==> config.mk <==
export PLATFORM = sky130hd
export DESIGN_NAME = mainfsm_lm
export DESIGN_NICKNAME = d
export VERILOG_FILES = /design/src/rtl/mainfsm_lm.sv
export SDC_FILE = /design/constraint.sdc
export NUM_CORES = 1
export LEC_CHECK = 0
export CAP_MARGIN = 40
export CORE_MARGIN = 3
export CORE_UTILIZATION = 30
export DETAILED_ROUTE_END_ITERATION = 10
export GPL_TIMING_DRIVEN = 0
export PLACE_DENSITY = 0.76
export SLEW_MARGIN = 40
export SYNTH_ARGS = -nofsm -noshare
export SYNTH_HDL_FRONTEND = slang
export SYNTH_SLANG_ARGS = --single-unit
==> constraint.sdc <==
create_clock -name clk -period 1.05 [get_ports clk]
set_input_delay 0.21 -clock clk [delete_from_list [all_inputs] [get_ports clk]]
set_output_delay 0.21 -clock clk [all_outputs]
set_load 0.02 [all_outputs]
==> src/rtl/mainfsm_lm.sv <==
// -----------------------------------------------------------------------------
// mainfsm_lm
//   Multicycle main control FSM for the ARM datapath, with long multiply
//   (UMULL/SMULL) support. It sequences fetch/decode/execute/writeback and
//   drives the raw strobes NextPC, RegW, MemW and Branch. Condition gating of
//   those strobes happens downstream in condlogic.
//   A second writeback state, MULHI, writes RdHi after RdLo. It is entered only
//   when the condition-gated IsLongMul is high while the FSM is in ALUWB.
//
// Ports
//   clk        in   rising-edge system clock
//   reset      in   asynchronous, active-high; forces State to FETCH
//   Op         in   instr[27:26]
//   Funct      in   instr[25:20]; Funct[5]=I bit, Funct[0]=L/S bit
//   IsLongMul  in   long multiply executing and condition passed
//   IRWrite    out  instruction register load enable
//   AdrSrc     out  memory address select: 0=PC, 1=ALUResult reg
//   ALUSrcA    out  ALU A select: 00=Rn, 01=PC
//   ALUSrcB    out  ALU B select: 00=Rm, 01=ExtImm, 10=const 4
//   ResultSrc  out  result select: 00=ALUOut, 01=Data, 10=ALUResult
//   ALUOp      out  1 = ALU decoder uses Funct, 0 = ADD
//   NextPC     out  PC update strobe
//   RegW       out  register write request (before condition gating)
//   MemW       out  memory write request (before condition gating)
//   Branch     out  branch request (before condition gating)
//   LongMulHi  out  selects RdHi destination and high product word
//   State      out  current state encoding
//
// Moore machine: every output decodes from the state register alone. The
// state register is the only storage in this block.
// -----------------------------------------------------------------------------
module mainfsm_lm #(
  parameter int STATE_W = 4
) (
  input  logic               clk,
  input  logic               reset,
  input  logic [1:0]         Op,
  input  logic [5:0]         Funct,
  input  logic               IsLongMul,
  output logic               IRWrite,
  output logic               AdrSrc,
  output logic [1:0]         ALUSrcA,
  output logic [1:0]         ALUSrcB,
  output logic [1:0]         ResultSrc,
  output logic               ALUOp,
  output logic               NextPC,
  output logic               RegW,
  output logic               MemW,
  output logic               Branch,
  output logic               LongMulHi,
  output logic [STATE_W-1:0] State
);

  typedef enum logic [STATE_W-1:0] {
    FETCH    = STATE_W'(0),
    DECODE   = STATE_W'(1),
    MEMADR   = STATE_W'(2),
    MEMRD    = STATE_W'(3),
    MEMWB    = STATE_W'(4),
    MEMWR    = STATE_W'(5),
    EXECUTER = STATE_W'(6),
    EXECUTEI = STATE_W'(7),
    ALUWB    = STATE_W'(8),
    BRANCH   = STATE_W'(9),
    MULHI    = STATE_W'(10),
    UNKNOWN  = STATE_W'(11)
  } state_t;

  // Kept as a plain vector so that unused encodings (12 and above) are
  // representable and can be recovered from.
  logic [STATE_W-1:0] state_q;
  logic [STATE_W-1:0] state_d;

  // Funct[4:1] carry the ALU function, which the ALU decoder consumes; this
  // block only looks at the I and L/S bits.
  logic unused_funct;
  assign unused_funct = ^Funct[4:1];

  // State register with asynchronous reset to FETCH.
  always_ff @(posedge clk or posedge reset) begin
    if (reset) begin
      state_q <= FETCH;
    end else begin
      state_q <= state_d;
    end
  end

  // Next-state logic.
  always_comb begin
    state_d = FETCH;
    case (state_q)
      FETCH: begin
        state_d = DECODE;
      end
      DECODE: begin
        case (Op)
          2'b01:   state_d = MEMADR;
          2'b00:   state_d = Funct[5] ? EXECUTEI : EXECUTER;
          2'b10:   state_d = BRANCH;
          2'b11:   state_d = UNKNOWN;
          default: state_d = FETCH;
        endcase
      end
      MEMADR: begin
        state_d = Funct[0] ? MEMRD : MEMWR;
      end
      MEMRD: begin
        state_d = MEMWB;
      end
      EXECUTER: begin
        state_d = ALUWB;
      end
      EXECUTEI: begin
        state_d = ALUWB;
      end
      ALUWB: begin
        // IsLongMul is already condition-gated, so a squashed long multiply
        // returns to FETCH without writing RdHi.
        state_d = IsLongMul ? MULHI : FETCH;
      end
      MEMWB, MEMWR, BRANCH, MULHI, UNKNOWN: begin
        state_d = FETCH;
      end
      default: begin
        // Illegal encodings self-recover.
        state_d = FETCH;
      end
    endcase
  end

  // Output decode from the current state.
  always_comb begin
    IRWrite   = 1'b0;
    AdrSrc    = 1'b0;
    ALUSrcA   = 2'b01;
    ALUSrcB   = 2'b00;
    ResultSrc = 2'b00;
    ALUOp     = 1'b0;
    NextPC    = 1'b0;
    RegW      = 1'b0;
    MemW      = 1'b0;
    Branch    = 1'b0;
    LongMulHi = 1'b0;
    case (state_q)
      FETCH: begin
        IRWrite   = 1'b1;
        AdrSrc    = 1'b0;
        ALUSrcA   = 2'b01;
        ALUSrcB   = 2'b10;
        ResultSrc = 2'b10;
        NextPC    = 1'b1;
      end
      DECODE: begin
        ALUSrcA   = 2'b01;
        ALUSrcB   = 2'b10;
        ResultSrc = 2'b10;
      end
      MEMADR: begin
        ALUSrcA   = 2'b00;
        ALUSrcB   = 2'b01;
        ALUOp     = 1'b0;
      end
      MEMRD: begin
        AdrSrc    = 1'b1;
        ResultSrc = 2'b00;
      end
      MEMWB: begin
        ResultSrc = 2'b01;
        RegW      = 1'b1;
      end
      MEMWR: begin
        AdrSrc    = 1'b1;
        ResultSrc = 2'b00;
        MemW      = 1'b1;
      end
      EXECUTER: begin
        ALUSrcA   = 2'b00;
        ALUSrcB   = 2'b00;
        ALUOp     = 1'b1;
      end
      EXECUTEI: begin
        ALUSrcA   = 2'b00;
        ALUSrcB   = 2'b01;
        ALUOp     = 1'b1;
      end
      ALUWB: begin
        ResultSrc = 2'b00;
        RegW      = 1'b1;
      end
      BRANCH: begin
        ALUSrcA   = 2'b00;
        ALUSrcB   = 2'b01;
        ALUOp     = 1'b0;
        ResultSrc = 2'b10;
        Branch    = 1'b1;
      end
      MULHI: begin
        ResultSrc = 2'b00;
        RegW      = 1'b1;
        LongMulHi = 1'b1;
      end
      UNKNOWN: begin
        // Everything off, including the usual PC default on ALUSrcA.
        ALUSrcA   = 2'b00;
      end
      default: begin
        ALUSrcA   = 2'b00;
      end
    endcase
  end

  assign State = state_q;

endmodule

==> results.md <==
* Worst setup SP type: flip-flop
* Initial core utilization at 0.3427
* TritonCTS clock tree: built
* Data arrival time of the worst path at between 1 and 1.5 ns
* Post-synthesis sequential area ratio at 0.2432
* Final setup violation count at 21
* Crit path max fanout at 6
* Flop2flop setup slack at -0.30 ns
* CTS Root Cell: clkbuf_4
* CP top delay family: flip-flops
* Io pins at 29
* Reg2reg start: State[3]$_DFF_PP0_
* Clk sinks at 4
* Final Hold Fails at 0
* Synth Warn # at 0
* Simple-gate portion of the synthesized area at 0.3526
* Area of the multi-input gates at roughly 460 um^2
* Worst Hold Class: in -> async
* Clock Pin Slew Worst Setup and Hold Paths at roughly 0.05 ns
* WL per Instance at 18.80 um
* Mux contribution to synthesized area at 0.02736
* First-pass GRT wire length at around 2.7 mm
* Critical Path Max Stage Delay at around 0.46 ns
* Seq cells post-synth at 4
* Post-synthesis adder-cell area fraction at 0
* Final Skew at 0.006867 ns
* Number of fill cells in the layout at 57
* CP Launch Point: State[1]$_DFF_PP0_
* Failing checks: negative setup slack
* Critical path class: reg -> out
* Clk_lat worst skew at 0.26 ns
* DR iter-0 viols at 17
* Die width at about 43 um
* Critical Path RT at around 0.84 ns
* Max-cap violations at 0
* Antenna Cells at 0
* Total power at between 4 and 5 mW
* Slowest cell on crit path: dfrtp_2
* Total gr overflow at 0
* Worst path depth at 4
* DP HPWL at ~860 um
* PwrDens at ~4000 nW/um^2
* FF-to-FF End: State[1]$_DFF_PP0_
* Crit path cell chain: nand2b_4 -> mux2_4 -> o2bb2ai_4 -> buf_6
* Vias at 582
* Core area at 1201 um^2
* Total CTS buffers at 3
* Post-Layout Inst Area at 1069 um^2
* Outcome: complete, but fails checks
* DRC at 0
* DRT Pass-1 Iters at 4
* Max Slew Vio Count at 0
* Worst slack, placed at -0.8744 ns
* Nets at 105
* End point of the critical path: ALUSrcB[0]
* Placer's final routability congestion estimate at about 0.74
* Rows at 12
* Fin util at 0.8896
* Largest family of logic cells by synthesized area: simple AND/OR/NAND/NOR gates
* Vias in the first global route at about 560
* Final ANT Viol Nets at 0
* Xor and xnor area share after synthesis at 0.04255
* Via density per instance at 5.491
* FF/Latch Area at 105.1 um^2
* Worst R2R Path Depth at 5
* Synth Area in Compound Gates at 0.1884
* Area of the die at 1852 um^2
* GR Util All Layers at 0.2022
* RSZ-0062 raised after global routing: true
* Final period util at 1.591
* Number of port buffers at 23
* Die height at 43.04 um
* Synth Area per Inst at ~8.1 um^2
* Final worst slack at -0.6200 ns
* Final cell count without fillers at approximately 110
* Share of layout cells above drive strength 1 at 0.7935
* Synth Instances at 51
* Setup TNS at -7.746 ns
* DRT Wirelength at 1.993 mm
* Area delta synth->final at 159.6%
* Leakage at 0.4498 nW
* CP bufs+invs at 1
* Tmin final at 1.670 ns
* Largest net degree at the start of global routing at 11
* Syn nets at a little over 60
* Area of the mapped netlist at 411.6 um^2
* Hold_ws at about 0.13 ns
* Initial antenna violation count at 0
* Placed insts at 88
* DP Area at 753.2 um^2
* Peak supply drop at 2466 uV
* FMAX at 0.5988 GHz
* CTS Buffer Depth at 2
* Max reg flops at 4
* Critical Path Sink Type: output port
* Distinct cells, synth at 26
* H-tree depth at 1
==> timing repair <==
item	in CTS	in global routing
buffers inserted	10	6
gates resized for setup	112	26
pin swaps	3	7
hold buffers	0	0
endpoints found under the setup margin	21	21
==> worst reg2reg max path, delay by kind of cell, from the launching register on <==
family | cells | cell delay, ns
buf+inv | 2 | 0.28
simple gates | 2 | 0.46
compound gates | 1 | 0.08
flops | 1 | 0.46
==> routing by layer <==
layer	vias to the layer above	global-route usage	wire length [um]
met5	-	0	0
met4	0	0.09639	87
met3	11	0.04661	160
met2	42	0.3713	1059
met1	271	0.2121	686
li1	258	-	-
==> cells by family (layout without fill, tap and decap cells) <==
group / count (synthesis) / after routing
simple gates: 26 / 26
flops: 4 / 4
buf+inv: 7 / 48
xor+xnor: 2 / 2
mux: 1 / 1
other cells: 1 / 1
compound gates: 10 / 10
==> power by group <==
| part | internal, mW | switching [mW] | total, mW |
|---|---|---|---|
| clock network | 0.130 | 0.0926 | 0.222 |
| registers | 0.244 | 0.168 | 0.412 |
| logic | 1.89 | 1.69 | 3.59 |
==> Yosys cell counts <==
library cell  number  share of area
nor3_1             2          0.024
inv_1              1         0.0091
o22ai_1            2          0.030
nor2b_1            2          0.030
conb_1             1         0.0091
nor2_1             8          0.073
nand2b_1           5          0.076
o2bb2ai_2          1          0.036
o21bai_1           1          0.018
or2_2              1          0.015
and4bb_2           1          0.030
nor4bb_1           1          0.024
buf_4              4          0.073
or2b_1             1          0.018
a2bb2oi_1          1          0.021
buf_6              2          0.055
nor3b_1            1          0.018
nand2_1            3          0.027
a311oi_1           1          0.021
nor4_1             1          0.015
a21oi_1            1          0.012
mux2_2             1          0.027
a211oi_1           2          0.036
xnor2_1            2          0.043
dfrtp_1            4           0.24
o21ai_0            1          0.012
==> worst min-delay path by stage <==
stage | slack, ns | from | end
3_5_place_dp | 0.41 | reset | State[0]$_DFF_PP0_
5_1_grt | 0.16 | reset | State[3]$_DFF_PP0_
2_1_floorplan | -0.02 | reset | State[0]$_DFF_PP0_
4_1_cts | 0.15 | reset | State[0]$_DFF_PP0_
3_3_place_gp | 0.39 | reset | State[0]$_DFF_PP0_
6_report | 0.13 | reset | State[3]$_DFF_PP0_
==> placed cells by master (no fill, tap or decap), types with 3 or more instances in the layout <==
cell,netlist,final
buf_6,2,24
nand2b_4,0,4
nor2_4,0,5
dfrtp_2,0,4
buf_4,4,11
clkbuf_4,0,3
clkdlybuf4s50_1,0,6
buf_8,0,3
==> final cells by class <==
| cell class | count | share of cell area |
|---|---|---|
| Multi-Input combinational cell | 40 | 0.4321 |
| Sequential cell | 4 | 0.09836 |
| Buffer | 6 | 0.06675 |
| Tap cell | 14 | 0.01639 |
| Inverter | 1 | 0.003513 |
| Timing Repair Buffer | 38 | 0.3618 |
| Clock buffer | 3 | 0.02108 |
Power figures use the tool's default switching activity.
